--- src/rtl/hazard_pkg.sv ---
// Shared types and constants for the decode-stage hazard controller.
// Build option: HAZARD_FWD_EN enables the EX/MEM/WB operand-forwarding paths.
// Without it, every scoreboard match stalls decode until the writer has retired.
package hazard_pkg;

  localparam logic [1:0] FWD_RF  = 2'b00;
  localparam logic [1:0] FWD_EX  = 2'b01;
  localparam logic [1:0] FWD_MEM = 2'b10;
  localparam logic [1:0] FWD_WB  = 2'b11;

  // Stage index order used everywhere: bit 0 = EX, bit 1 = MEM, bit 2 = WB.
`ifdef HAZARD_FWD_EN
  localparam logic [2:0] FWD_PATH = 3'b111;
`else
  localparam logic [2:0] FWD_PATH = 3'b000;
`endif

  // Stages where a load's data is not yet available to forward.
  localparam logic [2:0] LOAD_LATE = 3'b001;

  typedef enum logic [1:0] {
    RUN    = 2'd0,
    DRAIN  = 2'd1,
    HALTED = 2'd2
  } state_t;

  typedef struct packed {
    logic       valid;
    logic [4:0] rd;
    logic       wen;
    logic       is_load;
  } sb_entry_t;

  localparam sb_entry_t SB_EMPTY = '0;

  function automatic logic sb_writes(input sb_entry_t e, input logic [4:0] rs);
    return e.valid & e.wen & (e.rd == rs);
  endfunction

endpackage

--- src/rtl/hazard_ctrl_if.sv ---
// Decode-side signal bundle of the hazard controller.
// master: decode stage (drives i_*), slave: hazard_ctrl (drives o_*).
interface hazard_ctrl_if;
  logic       i_id_valid;
  logic [4:0] i_id_rs1;
  logic [4:0] i_id_rs2;
  logic       i_id_use_rs1;
  logic       i_id_use_rs2;
  logic [4:0] i_id_rd;
  logic       i_id_rd_wen;
  logic       i_id_is_load;
  logic       i_id_halt;
  logic       i_ex_redirect;
  logic       o_stall_if;
  logic       o_stall_id;
  logic       o_flush_id;
  logic       o_bubble_ex;
  logic [1:0] o_fwd_a_sel;
  logic [1:0] o_fwd_b_sel;
  logic       o_halted;

  modport master (
    output i_id_valid, i_id_rs1, i_id_rs2, i_id_use_rs1, i_id_use_rs2,
           i_id_rd, i_id_rd_wen, i_id_is_load, i_id_halt, i_ex_redirect,
    input  o_stall_if, o_stall_id, o_flush_id, o_bubble_ex,
           o_fwd_a_sel, o_fwd_b_sel, o_halted
  );

  modport slave (
    input  i_id_valid, i_id_rs1, i_id_rs2, i_id_use_rs1, i_id_use_rs2,
           i_id_rd, i_id_rd_wen, i_id_is_load, i_id_halt, i_ex_redirect,
    output o_stall_if, o_stall_id, o_flush_id, o_bubble_ex,
           o_fwd_a_sel, o_fwd_b_sel, o_halted
  );
endinterface

--- src/rtl/hazard_ctrl_fwd_match.sv ---
// Compares one source register against the EX/MEM/WB scoreboard entries.
// match: stages that hit but cannot be covered by forwarding (decode must stall).
// sel:   youngest forwardable producer, or the register file.
module fwd_match
  import hazard_pkg::*;
(
  input  logic            [4:0] rs,
  input  logic                  use_rs,
  input  sb_entry_t       [2:0] sb,
  output logic            [2:0] match,
  output logic            [1:0] sel
);

  logic [2:0] hit;
  logic [2:0] fwd_ok;

  // Per-stage hit, and whether that hit can be served by a forward path.
  always_comb begin
    hit    = '0;
    fwd_ok = '0;
    for (int i = 0; i < 3; i++) begin
      hit[i]    = use_rs & (rs != 5'd0) & sb_writes(sb[i], rs);
      fwd_ok[i] = hit[i] & FWD_PATH[i] & ~(sb[i].is_load & LOAD_LATE[i]);
    end
  end

  assign match = hit & ~fwd_ok;

  // Youngest forwardable stage wins.
  always_comb begin
    sel = FWD_RF;
    if (fwd_ok[0])      sel = FWD_EX;
    else if (fwd_ok[1]) sel = FWD_MEM;
    else if (fwd_ok[2]) sel = FWD_WB;
  end

endmodule

--- src/rtl/hazard_ctrl.sv ---
// Decode-stage hazard controller: scoreboard of in-flight writers (EX/MEM/WB),
// stall/flush/bubble generation, forward selects and halt draining.
// Build option: HAZARD_FWD_EN (see hazard_pkg) selects forwarding vs. stall-only.
//
// state  | meaning
// RUN    | normal operation, hazards resolved by forward or stall
// DRAIN  | halt accepted; front end frozen until the halt leaves WB
// HALTED | pipeline empty, everything held until reset
module hazard_ctrl
  import hazard_pkg::*;
(
  input  logic          i_clk,
  input  logic          i_rst,
  hazard_ctrl_if.slave  hz
);

  state_t          state, state_nxt;
  sb_entry_t [2:0] sb;
  sb_entry_t       id_entry;
  logic [2:0]      blk_a, blk_b;
  logic [1:0]      sel_a, sel_b;
  logic            hazard;
  logic            stall_if, stall_id, flush_id, bubble_ex, halted;
  logic [1:0]      fwd_a, fwd_b;

  fwd_match u_fwd_a (
    .rs     (hz.i_id_rs1),
    .use_rs (hz.i_id_valid & hz.i_id_use_rs1),
    .sb     (sb),
    .match  (blk_a),
    .sel    (sel_a)
  );

  fwd_match u_fwd_b (
    .rs     (hz.i_id_rs2),
    .use_rs (hz.i_id_valid & hz.i_id_use_rs2),
    .sb     (sb),
    .match  (blk_b),
    .sel    (sel_b)
  );

  assign hazard = |{blk_a, blk_b};

  assign id_entry = '{valid:   1'b1,
                      rd:      hz.i_id_rd,
                      wen:     hz.i_id_rd_wen,
                      is_load: hz.i_id_is_load};

  // Next-state and hazard outputs; a redirect overrides any stall or halt in ID.
  always_comb begin
    state_nxt = state;
    stall_if  = 1'b0;
    stall_id  = 1'b0;
    flush_id  = 1'b0;
    bubble_ex = 1'b0;
    halted    = 1'b0;
    fwd_a     = FWD_RF;
    fwd_b     = FWD_RF;
    case (state)
      RUN: begin
        fwd_a = sel_a;
        fwd_b = sel_b;
        if (hz.i_ex_redirect) begin
          flush_id  = 1'b1;
          bubble_ex = 1'b1;
        end else if (hazard) begin
          stall_if  = 1'b1;
          stall_id  = 1'b1;
          bubble_ex = 1'b1;
        end else if (hz.i_id_valid && hz.i_id_halt) begin
          state_nxt = DRAIN;
        end
      end
      DRAIN: begin
        stall_if  = 1'b1;
        flush_id  = 1'b1;
        bubble_ex = 1'b1;
        // Halt is the youngest entry; once it sits in WB the next edge empties the pipe.
        if (!sb[0].valid && !sb[1].valid) state_nxt = HALTED;
      end
      HALTED: begin
        halted    = 1'b1;
        stall_if  = 1'b1;
        stall_id  = 1'b1;
        bubble_ex = 1'b1;
      end
      default: state_nxt = RUN;
    endcase
  end

  assign hz.o_stall_if  = stall_if;
  assign hz.o_stall_id  = stall_id;
  assign hz.o_flush_id  = flush_id;
  assign hz.o_bubble_ex = bubble_ex;
  assign hz.o_fwd_a_sel = fwd_a;
  assign hz.o_fwd_b_sel = fwd_b;
  assign hz.o_halted    = halted;

  // FSM state register.
  always_ff @(posedge i_clk or negedge i_rst) begin
    if (!i_rst) state <= RUN;
    else        state <= state_nxt;
  end

  // Scoreboard shift: decode entry into EX unless bubbled or empty.
  always_ff @(posedge i_clk or negedge i_rst) begin
    if (!i_rst) begin
      sb <= {SB_EMPTY, SB_EMPTY, SB_EMPTY};
    end else begin
      sb[0] <= (bubble_ex || !hz.i_id_valid) ? SB_EMPTY : id_entry;
      sb[1] <= sb[0];
      sb[2] <= sb[1];
    end
  end

endmodule

--- src/flat_wrapper.sv ---
// flat-port wrapper written by rule: the top's interface ports become plain ports
module hazard_ctrl_flat import hazard_pkg::*;
  (i_clk, i_rst, hz_i_id_valid, hz_i_id_rs1, hz_i_id_rs2, hz_i_id_use_rs1, hz_i_id_use_rs2, hz_i_id_rd, hz_i_id_rd_wen, hz_i_id_is_load, hz_i_id_halt, hz_i_ex_redirect, hz_o_stall_if, hz_o_stall_id, hz_o_flush_id, hz_o_bubble_ex, hz_o_fwd_a_sel, hz_o_fwd_b_sel, hz_o_halted);
  hazard_ctrl_if hz_i ();
  input  logic i_clk;
  input  logic i_rst;
  input wire logic [$bits(hz_i.i_id_valid)-1:0] hz_i_id_valid;
  input wire logic [$bits(hz_i.i_id_rs1)-1:0] hz_i_id_rs1;
  input wire logic [$bits(hz_i.i_id_rs2)-1:0] hz_i_id_rs2;
  input wire logic [$bits(hz_i.i_id_use_rs1)-1:0] hz_i_id_use_rs1;
  input wire logic [$bits(hz_i.i_id_use_rs2)-1:0] hz_i_id_use_rs2;
  input wire logic [$bits(hz_i.i_id_rd)-1:0] hz_i_id_rd;
  input wire logic [$bits(hz_i.i_id_rd_wen)-1:0] hz_i_id_rd_wen;
  input wire logic [$bits(hz_i.i_id_is_load)-1:0] hz_i_id_is_load;
  input wire logic [$bits(hz_i.i_id_halt)-1:0] hz_i_id_halt;
  input wire logic [$bits(hz_i.i_ex_redirect)-1:0] hz_i_ex_redirect;
  output wire logic [$bits(hz_i.o_stall_if)-1:0] hz_o_stall_if;
  output wire logic [$bits(hz_i.o_stall_id)-1:0] hz_o_stall_id;
  output wire logic [$bits(hz_i.o_flush_id)-1:0] hz_o_flush_id;
  output wire logic [$bits(hz_i.o_bubble_ex)-1:0] hz_o_bubble_ex;
  output wire logic [$bits(hz_i.o_fwd_a_sel)-1:0] hz_o_fwd_a_sel;
  output wire logic [$bits(hz_i.o_fwd_b_sel)-1:0] hz_o_fwd_b_sel;
  output wire logic [$bits(hz_i.o_halted)-1:0] hz_o_halted;
  assign hz_i.i_id_valid = hz_i_id_valid;
  assign hz_i.i_id_rs1 = hz_i_id_rs1;
  assign hz_i.i_id_rs2 = hz_i_id_rs2;
  assign hz_i.i_id_use_rs1 = hz_i_id_use_rs1;
  assign hz_i.i_id_use_rs2 = hz_i_id_use_rs2;
  assign hz_i.i_id_rd = hz_i_id_rd;
  assign hz_i.i_id_rd_wen = hz_i_id_rd_wen;
  assign hz_i.i_id_is_load = hz_i_id_is_load;
  assign hz_i.i_id_halt = hz_i_id_halt;
  assign hz_i.i_ex_redirect = hz_i_ex_redirect;
  assign hz_o_stall_if = hz_i.o_stall_if;
  assign hz_o_stall_id = hz_i.o_stall_id;
  assign hz_o_flush_id = hz_i.o_flush_id;
  assign hz_o_bubble_ex = hz_i.o_bubble_ex;
  assign hz_o_fwd_a_sel = hz_i.o_fwd_a_sel;
  assign hz_o_fwd_b_sel = hz_i.o_fwd_b_sel;
  assign hz_o_halted = hz_i.o_halted;
  hazard_ctrl u_core (.i_clk(i_clk), .i_rst(i_rst), .hz(hz_i));
endmodule
--- config.mk ---
export PLATFORM = sky130hd
export DESIGN_NAME = hazard_ctrl_flat
export DESIGN_NICKNAME = d
export VERILOG_FILES = /design/src/rtl/hazard_pkg.sv /design/src/rtl/hazard_ctrl_if.sv /design/src/rtl/hazard_ctrl_fwd_match.sv /design/src/rtl/hazard_ctrl.sv /design/src/flat_wrapper.sv
export SDC_FILE = /design/constraint.sdc
export NUM_CORES = 1
export LEC_CHECK = 0
export CELL_PAD_IN_SITES_DETAIL_PLACEMENT = 0
export CELL_PAD_IN_SITES_GLOBAL_PLACEMENT = 1
export CORE_ASPECT_RATIO = 1.5
export CORE_MARGIN = 3
export CORE_UTILIZATION = 40
export DETAILED_ROUTE_END_ITERATION = 10
export PLACE_DENSITY = 0.85
export REMOVE_ABC_BUFFERS = 1
export SLEW_MARGIN = 20
export SYNTH_ARGS = -nofsm -noshare
export SYNTH_HDL_FRONTEND = slang
export SYNTH_SLANG_ARGS = --single-unit
--- constraint.sdc ---
create_clock -name i_clk -period 6 [get_ports i_clk]
set_input_delay 1.2 -clock i_clk [delete_from_list [all_inputs] [get_ports i_clk]]
set_output_delay 1.2 -clock i_clk [all_outputs]
set_load 0.02 [all_outputs]
==> results_dict.tcl, run 1 <==
set metrics [dict create \
    syn_to_final_growth_pct 26.1 \
    ys_seq_area_frac 0.460 \
    async_reset_ff_frac 1.00 \
    clk_latency_ns 0.26 \
    hold_path.class "reg -> reg" \
    htreeDepth 1 \
    postRouteAntennaNets 0 \
    cts_buffers 3 \
    r2r_cells 7 \
    overflow 0 \
    rsz0062_at_grt "no" \
    drc 0 \
    grt_pass1_vias 1017 \
    hold_violations 0 \
    firstDrtPassIters 4 \
    gp_congestion 0.921 \
    holdWs_ns 0.418 \
    power_density_nw_per_um2 342 \
    fp-row-count 24 \
    crit_fanout 8 \
    slew_headroom 0.665 \
    insertedDiodeCount 0 \
    tightest_slew_ns 0.503 \
    layout.nets 166 \
    drive_gt1_frac 0.0584 \
    grt_pass1_wl_mm 4.64 \
    netlist_instances 110 \
    grt_max_degree 24 \
    outcome "completed" \
    cts_sinks 23 \
    hold_buffers 0 \
    netlist_area_um2 1250 \
    ioPinCount 33 \
    p_leak_nw 0.799 \
    startpoint "hz_i_id_rs2[4]" \
    endpoint "hz_o_bubble_ex" \
    start_kind "input port" \
    ir_drop_uv 183 \
    yosysWarnings 0 \
    timing.rr.end "u_core.state[1]" \
    fmax_ghz 0.198 \
    reg2reg_slack_ns 3.91 \
    antenna_found_initial 0 \
    synth-edff-count 0 \
    cts.clk_slew.worst_paths_ns 0.08 \
    max_cap_viol_count 0 \
    cts.path.max_buffers 2 \
    ys_ff_latch 23 \
    cts_tree "built" \
    fin_crit_sh 0.840 \
    track_usage 0.167 \
    die_x_um 51.6 \
    io_buffers 27 \
    synthFlopType "dfrtp_1" \
    start_util 0.425 \
    dpl.hpwl_mm 2.31 \
    first_iter_violations 18 \
    crit_required_ns 4.80 \
    vias_per_cell 5.20 \
    dieArea_um2 3850 \
    crit_type "in -> out" \
    wl_per_cell_um 16.6 \
    period_needed_ns 5.04 \
    r2r_start "u_core.sb[22]" \
    num_vias 916 \
    timing.setup.tns_ns 0 \
    routed_wirelength_mm 2.91 \
    skew_ns 0.00116 \
    ctsResizeCount 0 \
    core-area_um2 2940 \
    cts_root_buffer "clkbuf_8" \
    end_kind "output pin" \
    cts_setup_buffers 0 \
    ys_types 29 \
    die_h_um 74.5 \
    arrival_ns 3.84 \
    syn_area_per_cell_um2 11.4 \
    setup_viol 0 \
    maxSlewViolCount 0 \
]
==> synthesized netlist by cell type (all sizes together) (2+ instances only) <==
| library cell | number | area (µm²) |
|---|---|---|
| xor2 | 24 | 210 |
| inv | 3 | 11.3 |
| a21oi | 2 | 10.0 |
| or3 | 2 | 12.5 |
| ha | 4 | 50.1 |
| nand4 | 6 | 37.5 |
| nor2 | 4 | 15.0 |
| o311a | 2 | 20.0 |
| dfrtp | 23 | 576 |
| xnor2 | 6 | 52.6 |
| nor4 | 6 | 37.5 |
| nand3 | 2 | 10.0 |
| o21ba | 2 | 20.0 |
| buf | 6 | 41.3 |
| o211a | 6 | 60.1 |
==> report_power, final <==
| group | internal, mW | switching (mW) | leakage [nW] |
|---|---|---|---|
| Clock | 0.0462 | 0.0470 | 0.0255 |
| Combinational | 0.104 | 0.103 | 0.466 |
| Sequential | 0.197 | 0.0422 | 0.308 |
| Total | 0.348 | 0.192 | 0.799 |
==> placed cells by master, fill, tap and decap left out <==
cell type and instances:
a21o_1 1, a21oi_1 2, a221oi_2 1, a22oi_1 1, buf_2 1, clkbuf_8 3, clkdlybuf4s50_1 26, clkinv_2 1
conb_1 4, dfrtp_1 23, ha_1 4, inv_1 3, mux2_4 1, nand2_1 1, nand2b_1 1, nand3_1 2
nand4_1 6, nor2_1 4, nor3_1 1, nor4_1 6, o211a_1 6, o21a_1 1, o21ai_0 1, o21ba_1 1
o21ba_2 1, o311a_1 2, or2_1 1, or3_1 2, xnor2_1 6, xor2_1 24
==> routing by layer <==
| metal | vias up | track usage | routed length, µm |
|---|---|---|---|
| li1 | 436 | - | - |
| met1 | 448 | 0.168 | 1070 |
| met2 | 28 | 0.322 | 1650 |
| met3 | 4 | 0.0220 | 131 |
| met4 | 0 | 0.0904 | 55 |
| met5 | - | 0 | 0 |
==> sequential cells by signal, summed over array words and instances, names as in the netlist <==
name          flops
u_core.state      2
u_core.sb        21
==> critical path, stage by stage <==
cell             delay [ns]
clkdlybuf4s50_1        0.54
or3_1                  0.43
o311a_1                0.34
a221oi_2               0.39
o21ba_1                0.33
nor2_1                 0.07
clkdlybuf4s50_1        0.54
==> final cells by class <==
class | instances | area (µm²)
clock buffer | 3 | 41.3
multi-input combinational | 80 | 629
tap | 39 | 48.8
sequential | 23 | 576
clock inverter | 1 | 5.00
inverter | 3 | 11.3
fill | 277 | 1370
timing repair buffer | 27 | 265
==> through the flow <==
step | cells | utilization | worst slack [ns] | total power [mW] | cell area, µm²
floorplan | 106 | - | 2.21 | 0.363 | 1220
global placement | 172 | 0.522 | 1.01 | 0.442 | 1540
detailed placement | 172 | 0.522 | 0.976 | 0.450 | 1540
CTS | 176 | 0.537 | 0.950 | 0.547 | 1580
global route | 176 | 0.536 | 0.846 | 0.576 | 1580
finish | 176 | 0.536 | 0.958 | 0.539 | 1580
==> how the worst min path moves through the flow <==
stage / endpoint / cells past startpoint / start
finish: u_core.sb[17] / 0 / u_core.sb[9]
global route: u_core.sb[17] / 0 / u_core.sb[9]
CTS: u_core.sb[17] / 0 / u_core.sb[9]
detailed placement: u_core.sb[9] / 0 / u_core.sb[1]
global placement: u_core.sb[17] / 0 / u_core.sb[9]
floorplan: u_core.sb[17] / 0 / u_core.sb[9]
==> cell families after synthesis <==
logic type	count (synthesis)	synth area share
muxes	1	0.0120
other	1	0.00300
xor gates and xnor gates	30	0.210
adders and majority gates	4	0.0400
buffers and inverters	10	0.0450
and+or+nand+nor	24	0.107
AOI/OAI and AO/OA	17	0.122
DFF	23	0.460
Note: power is estimated with default switching activity, not from simulation.
==> inputs of run 2 (changes only) <==
CORE_UTILIZATION = 33   (was 40)
PLACE_DENSITY = 0.75   (was 0.85)
clock period = 4.6 ns   (was 6 ns; I/O delays follow)
==> run 2 against run 1 <==
Net effect:
- non-clock buffer count stayed put
- power is 30% higher
- cell count is 1.7% higher
- via count shrank 0.87%
- clock power rose by 30%
- count of clock-buffer cells in the layout grew 1
- register-to-register slack worse by 1.4 ns
- clock skew up 0.0033 ns
- largest cell class unchanged
==> results_dict.tcl, run 2 (synthesis gave the netlist of run 1 again) <==
set metrics [dict create \
    outcome "completed" \
    r2r_cells 7 \
    maxSlewViolCount 0 \
    hold_path_end "u_core.sb[9]" \
    antenna_found_initial 0 \
    wl_met3_um 124 \
    clk_latency_ns 0.26 \
    crit_fanout 8 \
    start_util 0.356 \
    layout_common_cells "26 x clkdlybuf4s50_1, 24 x xor2_1, 23 x dfrtp_1" \
    die_x_um 56.3 \
    drive_gt1_frac 0.0584 \
    syn_to_final_growth_pct 26.8 \
    drc 0 \
    cts.path.max_buffers 2 \
    track_usage 0.141 \
    grt_pass1_vias 997 \
    io_buffers 27 \
    rsz0062_at_grt "no" \
    core-area_um2 3510 \
    min_from "u_core.sb[1]" \
    period_needed_ns 4.44 \
    critPathMaxStageDelay_ns 0.54 \
    largest_reg_flops 21 \
    wl_per_cell_um 16.2 \
    fin_crit_sh 0.966 \
    cpMaxStageDelayCell "clkdlybuf4s50_1" \
    cpLargestDelayFamily "buffers and inverters" \
    cts_tree "built" \
    timing.rr.end "u_core.sb[3]" \
    grt_pass1_wl_mm 4.93 \
    routed_wirelength_mm 2.90 \
    layout_commonest_cell "clkdlybuf4s50_1" \
    die_h_um 81.4 \
    grt_max_degree 24 \
    dieArea_um2 4580 \
    crit_type "in -> out" \
    path_cells "clkdlybuf4s50_1, or3_1, o311a_1, a221oi_2, o21ba_1, nor2_1, clkdlybuf4s50_1" \
    fmax_ghz 0.225 \
    cts_sinks 23 \
    gp_congestion 0.801 \
    htreeDepth 1 \
    p_leak_nw 0.797 \
    cts.clk_slew.worst_paths_ns 0.08 \
    postRouteAntennaNets 0 \
    hold_path.class "reg -> reg" \
    largestRegisters "u_core.sb (21), u_core.state (2)" \
    skew_ns 0.00443 \
    reg2reg_slack_ns 2.56 \
    wl_met1_mm 1.13 \
    dpl.hpwl_mm 2.34 \
    met2_wirelength_mm 1.58 \
    ioPinCount 33 \
    worstHoldPathCells 0 \
    overflow 0 \
    arrival_ns 3.52 \
    power_density_nw_per_um2 444 \
    setup_viol 0 \
    regMostFlops "u_core.sb" \
    first_iter_violations 7 \
    power.total_mw 0.703 \
    path_buf_inv 2 \
    insertedDiodeCount 0 \
    r2r_start "u_core.sb[14]" \
    timing.setup.tns_ns 0 \
    path_common_cell "clkdlybuf4s50_1" \
    vias_per_cell 5.07 \
    placed_area_um2 1540 \
    start_kind "input port" \
    firstDrtPassIters 3 \
    ir_drop_uv 254 \
    crit_required_ns 3.68 \
    fp-row-count 26 \
    dr.max_layer_used "met4" \
    cts_root_buffer "clkbuf_8" \
    hold_violations 0 \
    max_cap_viol_count 0 \
    cts_buffers 3 \
    num_vias 908 \
    layout.nets 166 \
    end_kind "output pin" \
    fin_area_um2 1590 \
]
## run 2: changes by cell type in the layout (fill, tap and decap cells not counted)
cell,before,now
nor4_2,0,1
nor4_1,6,5
clkbuf_1,0,1
clkinv_2,1,0
## run 2: layout make-up
class	instances	area, µm²
fill	351	1930
multi-input combinational	80	636
sequential	23	576
inverter	3	11.3
timing repair buffer	27	265
tap	42	52.6
clock buffer	4	45.0
## run 2: power by group
part / switching (mW) / internal, mW
clock: 0.0595 / 0.0616
sequential: 0.0539 / 0.257
combinational: 0.134 / 0.137
## run 2: through the flow
step	cells	util	hold slack [ns]	setup WS (ns)
6_report	179	0.451	0.423	0.156
5_1_grt	179	0.451	0.444	0.00257
4_1_cts	179	0.451	0.420	0.142
3_5_place_dp	175	0.438	0.401	0.159
3_3_place_gp	175	0.438	0.389	0.151
2_1_floorplan	106	-	0.373	1.37
## run 2: repair_timing
action | in CTS | in global routing
endpoints found under the setup margin | 0 | 1
setup buffers | 0 | 0
hold buffers | 0 | 0
resized for setup | 0 | 1
## run 2: per-layer routing
metal | vias up | global-route usage
met1 | 443 | 0.148
met2 | 27 | 0.263
li1 | 434 | -
met3 | 4 | 0.0254
met4 | 0 | 0.0784
met5 | - | 0
## run 2: worst max path at each step
stage,start,to,slack (ns),depth (start not counted)
after floorplan,hz_i_id_rs2[4],hz_o_bubble_ex,1.37,5
after global placement,hz_i_id_rs2[3],hz_o_bubble_ex,0.15,9
after detailed placement,hz_i_id_rs2[3],hz_o_bubble_ex,0.16,9
after CTS,hz_i_id_rs2[3],hz_o_bubble_ex,0.14,9
after global routing,hz_i_id_rs2[3],hz_o_bubble_ex,0.003,9
final,hz_i_id_rs2[4],hz_o_bubble_ex,0.16,7
==> inputs of run 3 (changes only) <==
CORE_UTILIZATION = 43   (was 33)
CTS_CLUSTER_SIZE = 16   (was default)
DONT_BUFFER_PORTS = 1   (was default)
PLACE_DENSITY = 0.74   (was 0.75)
==> run 3 against run 2 <==
Net effect:
- count of clock-buffer cells in the layout decreased by 1
- sequential cell count did not move
- cell count is 18% lower
- design area is 17% lower
- first-iteration DRC count is 29% lower
- sequential share of layout area grew 7.7 points
- critical endpoint unchanged
==> results_dict.tcl, run 3 (synthesis gave the netlist of run 1 again) <==
set metrics [dict create \
    htreeDepth 1 \
    met2_wirelength_mm 1.22 \
    largest_reg_flops 21 \
    vias_per_cell 5.36 \
    overflow 0 \
    fmax_ghz 0.293 \
    largestRegisters "u_core.sb (21), u_core.state (2)" \
    arrival_ns 2.50 \
    grt_max_degree 24 \
    path_cells "or3_1, o311a_1, a221oi_2, o21ba_1, nor2_1" \
    ctsResizeCount 0 \
    dr.max_layer_used "met4" \
    layout_common_cells "24 x xor2_1, 23 x dfrtp_1" \
    fin_cells 147 \
    outcome "completed" \
    start_util 0.457 \
    multi_input_area_um2 629 \
    die_h_um 72.0 \
    cts_buffers 3 \
    cts_setup_buffers 0 \
    skew_ns 0.00584 \
    max_cap_viol_count 0 \
    wl_met3_um 194 \
    core-area_um2 2730 \
    grt_pass1_vias 875 \
    fin_crit_sh 0.743 \
    cts.clk_slew.worst_paths_ns 0.08 \
    rsz0062_at_grt "no" \
    ir_drop_uv 218 \
    reg2reg_slack_ns 2.64 \
    syn_to_final_growth_pct 4.71 \
    layout.nets 139 \
    io_buffers 0 \
    hold_violations 0 \
    cts_root_buffer "clkbuf_8" \
    p_leak_nw 0.694 \
    power.total_mw 0.631 \
    dieArea_um2 3600 \
    num_vias 788 \
    timing.setup.tns_ns 0 \
    regMostFlops "u_core.sb" \
    crit_type "in -> out" \
    end_kind "output pin" \
    dp_cells 143 \
    grt_pass1_wl_mm 4.11 \
    fp-row-count 23 \
    ioPinCount 33 \
    cts.path.max_buffers 2 \
    antenna_found_initial 0 \
    utilization 0.479 \
    layout_commonest_cell "xor2_1" \
    cts_tree "built" \
    power_density_nw_per_um2 482 \
    first_iter_violations 5 \
    crit_required_ns 3.68 \
    critPathMaxStageDelay_ns 0.36 \
    gp_congestion 0.831 \
    period_needed_ns 3.42 \
    dpl.hpwl_mm 1.95 \
    postRouteAntennaNets 0 \
    drive_gt1_frac 0.0636 \
    cpMaxStageDelayCell "or3_1" \
    hold_buffers 0 \
    start_kind "input port" \
    ff_latch_area_um2 576 \
    fillers 262 \
    wl_met1_um 979 \
    hold_path.class "in -> async" \
    cts_sinks 23 \
    setup_viol 0 \
    routed_wirelength_mm 2.44 \
    wl_per_cell_um 16.6 \
    track_usage 0.152 \
    firstDrtPassIters 4 \
    clk_latency_ns 0.27 \
    crit_fanout 8 \
    insertedDiodeCount 0 \
    maxSlewViolCount 0 \
    die_x_um 50.0 \
    drc 0 \
]
==> run 3: power breakdown <==
group	switching (mW)	internal [mW]	total (mW)
combinational	0.109	0.0875	0.197
sequential	0.0537	0.257	0.311
clock	0.0628	0.0605	0.123
==> run 3: per-layer routing <==
layer	track usage	vias to the layer above
met1	0.177	377
met2	0.246	30
li1	-	376
met3	0.0534	5
met4	0.0738	0
met5	0	-
==> run 3: path summary, 6_finish.rpt <==
path,from,end,depth (start not counted)
max reg2reg,u_core.sb[21],u_core.sb[2],7
min,i_rst,u_core.sb[5],0
min reg2reg,u_core.sb[9],u_core.sb[17],0
min in group i_clk,u_core.sb[9],u_core.sb[17],0
max,hz_i_id_rs2[4],hz_o_bubble_ex,5
max in group asynchronous,i_rst,u_core.sb[13],0
==> run 3: stage by stage <==
stage	worst slack [ns]	hold WS, ns	instance area [µm²]
detailed placement	1.17	0.392	1260
floorplan	1.37	0.373	1220
global route	1.08	0.317	1310
CTS	1.17	0.327	1310
finish	1.18	0.337	1310
global placement	1.20	0.384	1260
==> run 3: area by class of cell <==
type,instances,share of cell area
multi-input combinational,80,0.481
sequential,23,0.440
tap,37,0.0354
clock buffer,3,0.0315
inverter,3,0.00860
clock inverter,1,0.00382
==> run 3: critical path, delay by kind of cell <==
family	cells	cell delay [ns]
AOI/OAI and AO/OA	3	1.04
and+or+nand+nor	2	0.54
